### src/rtl/subcore_dispatcher.sv
// subcore_dispatcher
//   Queues fork requests from the main core in a circular FIFO and hands
//   them, one per cycle, to the lowest-index idle subcore.  A join barrier
//   blocks new forks until every queued and in-flight task has finished.
//
// Ports
//   clk, rstn          clock, asynchronous active-low reset
//   fork_valid/pc      fork offer from the main core, fork_ready = accept
//   join_req           one-cycle join request, join_done one-cycle completion
//   exec_requested     per-subcore start pulse, requested_pc per-subcore start PC
//   subcore_ended      per-subcore completion pulse
//   busy_mask          per-subcore busy flags
//   pending_count      queued, not yet dispatched requests
//
// state        | meaning
// -------------+-----------------------------------------------------------
// ST_RUN       | normal operation, forks accepted and dispatched
// ST_JOIN_WAIT | forks blocked, queue drains until all subcores are idle
// ST_JOIN_DONE | join_done high for this one cycle, then back to ST_RUN
module subcore_dispatcher #(
   parameter int NUM_SUB    = 4,
   parameter int FIFO_DEPTH = 8
) (
   input  logic                               clk,
   input  logic                               rstn,
   input  logic                               fork_valid,
   input  logic [31:0]                        fork_pc,
   output logic                               fork_ready,
   input  logic                               join_req,
   output logic                               join_done,
   output logic [NUM_SUB-1:0]                 exec_requested,
   output logic [NUM_SUB*32-1:0]              requested_pc,
   input  logic [NUM_SUB-1:0]                 subcore_ended,
   output logic [NUM_SUB-1:0]                 busy_mask,
   output logic [$clog2(FIFO_DEPTH+1)-1:0]    pending_count
);

   localparam int PW = $clog2(FIFO_DEPTH);
   localparam int CW = $clog2(FIFO_DEPTH + 1);
   localparam int SW = (NUM_SUB > 1) ? $clog2(NUM_SUB) : 1;
   localparam logic [CW-1:0] FULL_CNT = CW'(FIFO_DEPTH);

   typedef enum logic [1:0] {
      ST_RUN       = 2'd0,
      ST_JOIN_WAIT = 2'd1,
      ST_JOIN_DONE = 2'd2
   } state_t;

   state_t               state_q, state_d;
   logic [31:0]          mem_q [FIFO_DEPTH];
   logic [31:0]          mem_d [FIFO_DEPTH];
   logic [PW-1:0]        wr_ptr_q, wr_ptr_d;
   logic [PW-1:0]        rd_ptr_q, rd_ptr_d;
   logic [CW-1:0]        count_q, count_d;
   logic [NUM_SUB-1:0]   busy_q, busy_d;
   logic [NUM_SUB-1:0]   exec_q, exec_d;
   logic [31:0]          pc_q [NUM_SUB];
   logic [31:0]          pc_d [NUM_SUB];
   logic                 join_done_q, join_done_d;

   logic                 push;
   logic                 pop;
   logic [SW-1:0]        sel_idx;
   logic [NUM_SUB-1:0]   sel_oh;

   // Readiness looks only at registered occupancy, so a pop in the same
   // cycle never opens a slot early in a full queue.
   assign fork_ready = (state_q == ST_RUN) && (count_q < FULL_CNT);
   assign push       = fork_valid && fork_ready;

   // Descending scan: the last idle subcore written wins, i.e. the lowest.
   always_comb begin
      pop     = 1'b0;
      sel_idx = '0;
      sel_oh  = '0;
      if (count_q != '0) begin
         for (int i = NUM_SUB - 1; i >= 0; i--) begin
            if (!busy_q[i]) begin
               pop     = 1'b1;
               sel_idx = SW'(i);
            end
         end
      end
      if (pop) sel_oh[sel_idx] = 1'b1;
   end

   always_comb begin
      mem_d    = mem_q;
      wr_ptr_d = wr_ptr_q;
      rd_ptr_d = rd_ptr_q;
      count_d  = count_q;
      if (push) begin
         mem_d[wr_ptr_q] = fork_pc;
         wr_ptr_d        = wr_ptr_q + PW'(1);
      end
      if (pop) rd_ptr_d = rd_ptr_q + PW'(1);
      case ({push, pop})
         2'b10:   count_d = count_q + CW'(1);
         2'b01:   count_d = count_q - CW'(1);
         default: count_d = count_q;
      endcase
   end

   // Ends on idle subcores fall out of the mask naturally; the newly
   // dispatched subcore is never one that is ending (it was idle).
   always_comb begin
      busy_d = (busy_q & ~subcore_ended) | sel_oh;
      exec_d = sel_oh;
      pc_d   = pc_q;
      if (pop) pc_d[sel_idx] = mem_q[rd_ptr_q];
   end

   always_comb begin
      state_d = state_q;
      case (state_q)
         ST_RUN:       if (join_req) state_d = ST_JOIN_WAIT;
         ST_JOIN_WAIT: if ((count_q == '0) && (busy_q == '0)) state_d = ST_JOIN_DONE;
         ST_JOIN_DONE: state_d = ST_RUN;
         default:      state_d = ST_RUN;
      endcase
      join_done_d = (state_d == ST_JOIN_DONE);
   end

   always_ff @(posedge clk or negedge rstn) begin
      if (!rstn) begin
         state_q     <= ST_RUN;
         mem_q       <= '{default: '0};
         wr_ptr_q    <= '0;
         rd_ptr_q    <= '0;
         count_q     <= '0;
         busy_q      <= '0;
         exec_q      <= '0;
         pc_q        <= '{default: '0};
         join_done_q <= 1'b0;
      end else begin
         state_q     <= state_d;
         mem_q       <= mem_d;
         wr_ptr_q    <= wr_ptr_d;
         rd_ptr_q    <= rd_ptr_d;
         count_q     <= count_d;
         busy_q      <= busy_d;
         exec_q      <= exec_d;
         pc_q        <= pc_d;
         join_done_q <= join_done_d;
      end
   end

   for (genvar g = 0; g < NUM_SUB; g++) begin : g_pc_out
      assign requested_pc[32*g +: 32] = pc_q[g];
   end

   assign exec_requested = exec_q;
   assign busy_mask      = busy_q;
   assign pending_count  = count_q;
   assign join_done      = join_done_q;

endmodule

### config.mk
export PLATFORM = sky130hd
export DESIGN_NAME = subcore_dispatcher
export DESIGN_NICKNAME = d
export VERILOG_FILES = /design/src/rtl/subcore_dispatcher.sv
export SDC_FILE = /design/constraint.sdc
export NUM_CORES = 1
export LEC_CHECK = 0
export BUFFER_PORTS_ARGS = -buffer_cell sky130_fd_sc_hd__buf_4
export CAP_MARGIN = 20
export CORE_MARGIN = 1
export CORE_UTILIZATION = 59
export CTS_CLUSTER_SIZE = 28
export DETAILED_ROUTE_END_ITERATION = 10
export GPL_ROUTABILITY_DRIVEN = 0
export PLACE_DENSITY = 0.82
export SLEW_MARGIN = 40
export SYNTH_ARGS = -nofsm -noshare
export SYNTH_HDL_FRONTEND = slang
export SYNTH_SLANG_ARGS = --single-unit
### constraint.sdc
create_clock -name clk -period 2.6 [get_ports clk]
set_input_delay 0.26 -clock clk [delete_from_list [all_inputs] [get_ports clk]]
set_output_delay 0.26 -clock clk [all_outputs]
set_load 0.01 [all_outputs]
Word-level counts from Yosys, hierarchy flattened
Index checks and enable logic that the tools add are counted.

Bitwise gates (word level): 6. Add/subtract/negate cells: 4. Muxes and demuxes: 26. Reductions and logical operators: 11. Eq/ne operators: 4. Magnitude comparators: 8.

Operators with widths (count): $bwmux W256 (1); $bwmux W128 (1); $mux W32 (4); $bmux W32 S3 (1); $demux W32 S3 (1); $demux W32 S2 (1); $mux W2 (7); $ge A4 B4 Y1 const B (2); $logic_not A4 Y1 (2); $not A3 Y4 (2); $pmux W4 S2 (1); $add A3 B1 Y3 const B (2); $logic_and A1 B1 Y1 (6); $mux W1 (6); $add A4 B1 Y4 const B (1); $and A4 B4 Y4 (1); $eq A2 B1 Y1 const B (2); $eq A2 B2 Y1 const B (2); $lt A4 B1 Y1 const B (1); $lt A4 B4 Y1 const B (1); $mux W4 (1); $not A4 Y4 (1); $or A4 B4 Y4 (1); $pmux W2 S2 (1); 10 further kinds (10).

Bits in registers: 405. Output and inout bits: 142.

Depth between registers and ports, before layout
Depth in word-level cells: 11. Mapped depth: 9. Mapped depth without buffers: 9.

Worst setup path after synthesis
OpenSTA, ideal clock, no wires.

Path kind: flip-flop to flip-flop. Start: register count_q[3], in the netlist pending_count[3]. End: register count_q[2], in the netlist pending_count[2]. Setup slack: 0.282 ns. Setup time: 0.132 ns. Cell stages (with the launch flop): 10. Clock period less this slack: 2.318 ns. Arrival: 2.185 ns. Cells stage by stage: dfrtp_1 > nor4_2 > a41oi_1 > ha_1 > xor2_1 > ha_1 > a21oi_1 > xor2_1 > nor2_1 > xor2_1.

RTL lines: start, declared (RTL line 54) `logic [CW-1:0] count_q, count_d;`; start signal, assigned (RTL line 140) `count_q <= count_d;`; $reduce_bool A4 Y1 * (RTL line 76) `if (count_q != '0) begin`; $mux W1 * (RTL line 76); via pop (RTL line 62) `logic pop;`; $eq A2 B1 Y1 or $eq A2 B2 Y1 (tied branches) (RTL line 97) `case ({push, pop})`; $pmux W4 S2 or $reduce_bool A2 Y1 (tied branches).

The timed path passes the listed nets; every way through them passes the cells marked *. A chain may end at the register's enable or synchronous reset.

Final worst setup path
Same ends and word-level chain as after synthesis.

==> impl_metrics.json <==
{
  "cts_buffer_depth": 3,
  "synthDistinctLibCells": 40,
  "yosys_register_bits": 405,
  "post_route_cells_drive_above_1_share": 0.4454,
  "path_clk_slew_ns": 0.06,
  "power_frac_clock": 0.251,
  "gr-total-overflow": 0,
  "synth_top_area_frac": 0.6043,
  "hold_class": "in -> reg",
  "wire_per_inst_um": 21.69,
  "groute.usage.overall": 0.2768,
  "syn_avg_cell_area_um2": 14.57,
  "rsz0062_at_grt": "no",
  "ys_seq_area_frac": 0.6043,
  "synth_warnings": 0,
  "coreArea_mm2": 0.02786,
  "ys.flop_type": "dfrtp_1",
  "ys_async_sr_fraction": 1.000,
  "setup_viol": 0,
  "synth_largest_area_cell": "dfrtp_1",
  "areaGrowthSynthToFinish_pct": 20.32,
  "fillers": 1722,
  "antenna_found_initial": 0,
  "arrival_ns": 2.78,
  "path_class": "reg -> reg",
  "tightest_slew_ns": 0.7149,
  "post_cts_buffers": 0,
  "start_kind": "flop",
  "maxCapViolCount": 0,
  "peakVddDrop_v": 0.0006433,
  "grt_max_degree": 74,
  "synth_compound_area_frac": 0.04148,
  "cts_tree": "done",
  "status": "complete, no violations",
  "synth_top_family_by_area": "multiplexers",
  "synth_cells": 1151,
  "clock_skew_ns": 0.01671,
  "synth_edf_count": 0,
  "cts_hold_buf": 4,
  "critPathCaptureType": "flop",
  "p_leak_nw": 9.746,
  "synth_xor_area_frac": 0.004178,
  "grt_pass1_wl_um": 61560,
  "start_util": 0.6020,
  "antenna_cells": 0,
  "finalHoldViolations": 0,
  "cp_max_fo": 6,
  "fin_crit_ns": 2.371,
  "std_cell_rows": 61,
  "drtAntennaViolNets": 0,
  "clkSinkCount": 405,
  "htree_levels": 2,
  "cts_buffers": 41,
  "dp_hpwl_um": 24260,
  "synth_area_leaders": "dfrtp_1, mux2_2, mux4_2",
  "clk_latency_ns": 0.53,
  "finalSetupTns_ns": 0,
  "cts_root_buf": "clkbuf_16",
  "viasPerCell": 5.900,
  "die_w_um": 170.6,
  "internal_power_w": 0.01507,
  "pwr_density_cell_mw_per_mm2": 1109,
  "cts_resized": 0,
  "numPortBuffers": 181,
  "fmax_ghz": 0.4218,
  "yosys.area_share.simple": 0.04476,
  "synthMuxAreaShare": 0.2795,
  "critPathRequiredTime_ns": 3.01,
  "setup_slack_ns": 0.2292,
  "place_ws_ns": 0.2241,
  "vias": 10390,
  "wirelength_um": 38200,
  "die_h_um": 170.6,
  "grt_pass1_vias": 11040,
  "finalMaxSlewViolations": 0,
  "p_switching_w": 0.007305,
  "power.share.combinational": 0.336,
  "drt-pass1-iter-count": 4,
  "finalNetCount": 1399,
  "relSlewSlack": 0.5223,
  "ios": 182,
  "mappedNetlistNets": 1196,
  "drc": 0,
  "register_area_mm2": 0.01014,
  "synth_area_mm2": 0.01677,
  "p_seq_frac": 0.413,
  "switching_share": 0.3265,
  "synth_adder_area_share": 0.003730,
  "fin_crit_sh": 0.9119,
  "die-area_mm2": 0.02910,
  "multi_input_area_mm2": 0.006304,
  "drt_iter0_markers": 707
}
## Yosys cell counts (2+ instances only)
| library cell | instances |
|---|---|
| dfrtp_1 | 405 |
| mux2_2 | 253 |
| nor2_1 | 101 |
| a21oi_1 | 97 |
| mux4_2 | 64 |
| nand2_1 | 42 |
| mux2i_1 | 34 |
| buf_2 | 32 |
| o21ai_0 | 32 |
| clkbuf_1 | 22 |
| buf_4 | 12 |
| buf_1 | 6 |
| ha_1 | 5 |
| mux2_1 | 5 |
| inv_1 | 4 |
| xnor2_1 | 4 |
| xor2_1 | 4 |
| nor3_1 | 3 |
| a21o_1 | 2 |
| and4b_1 | 2 |
| nand3b_2 | 2 |
| nor4_1 | 2 |
## path summary, 6_finish.rpt
path | startpoint | depth (start not counted) | slack, ns | endpoint
worst min-delay path | fork_pc[12] | 2 | 0.02 | mem_q[140]
min in group asynchronous | rstn | 2 | 0.32 | join_done
worst max register to register | pending_count[3] | 9 | 0.23 | pending_count[2]
worst min register to register | requested_pc[13] | 2 | 0.48 | requested_pc[13]
max in group asynchronous | rstn | 3 | 1.45 | requested_pc[54]
worst max-delay path | pending_count[3] | 9 | 0.23 | pending_count[2]
## cell families after synthesis
family	Yosys count
DFF	405
muxes	356
and+or+nand+nor	166
AOI/OAI and AO/OA	135
buffers and inverters	76
xor gates and xnor gates	8
adders and majority gates	5
## metal layers
layer,vias up,GRT usage,share of wire
li1,4554,-,-
met1,5506,0.3770,0.43
met2,264,0.4653,0.50
met3,66,0.04118,0.048
met4,0,0.08186,0.018
met5,-,0,0
## cell type report
class	instances	area share
clock buffer	66	0.06008
clock inverter	6	0.003100
inverter	4	0.0007440
multi-input combinational	670	0.3124
sequential	405	0.5025
tap	378	0.02344
timing repair buffer	232	0.09772
## registers in the layout, summed over array words and instances, names as in the netlist
register        count
rd_ptr_q            3
exec_requested      4
requested_pc      128
join_done           1
wr_ptr_q            3
mem_q             256
pending_count       4
state_q             2
busy_mask           4
## critical path, stage by stage, from the launching register on
cell     delay [ns]
dfrtp_1        0.48
nor4_2         0.36
a41oi_1        0.17
ha_1           0.36
xor2_1         0.17
ha_1           0.18
a21oi_1        0.15
xor2_1         0.18
nor2_1         0.07
xor2_1         0.14
## power by group through the flow
stage	clock [W]	combinational (W)	sequential, W
CTS	0.00570	0.00757	0.00923
finish	0.00562	0.00751	0.00924
global placement	0	0.00728	0.00920
global route	0.00595	0.00814	0.00945
floorplan	0	0.00383	0.00944
detailed placement	0	0.00751	0.00931
## layout by cell type (no fill, tap or decap), types with 2 or more instances in the layout
master         synthesis  routed
o21ai_0               32      32
clkbuf_1              22      18
dlygate4sd3_1          0       4
nor3_1                 3       2
mux2_2               253     253
nand2_1               42      42
nand3b_2               2       2
inv_1                  4       4
nor3b_4                1       2
and4b_1                2       2
nor2_4                 0       2
dfrtp_2                0       2
inv_6                  0       2
mux2_1                 5       5
buf_4                 12     210
dfrtp_1              405     402
clkbuf_8               0       5
a21o_1                 2       2
mux2i_1               34      34
nor4_1                 2       2
mux4_2                64      64
nor2_1               101      99
xor2_1                 4       4
ha_1                   5       5
clkinv_2               0       3
a21oi_1               97      97
clkbuf_16              0      43
xnor2_1                4       4
buf_12                 0      17
## through the flow
step	power [W]	area (um^2)	hold slack [ns]	instances	utilization
2_1_floorplan	0.01327	16770	-0.03559	1151	-
3_3_place_gp	0.01648	18860	0.2896	1685	0.6772
3_5_place_dp	0.01681	18860	0.2915	1685	0.6772
4_1_cts	0.02251	20180	0.004382	1761	0.7244
5_1_grt	0.02353	20180	0.01513	1761	0.7244
6_report	0.02237	20180	0.01568	1761	0.7244
Power figures use the tool's default switching activity.
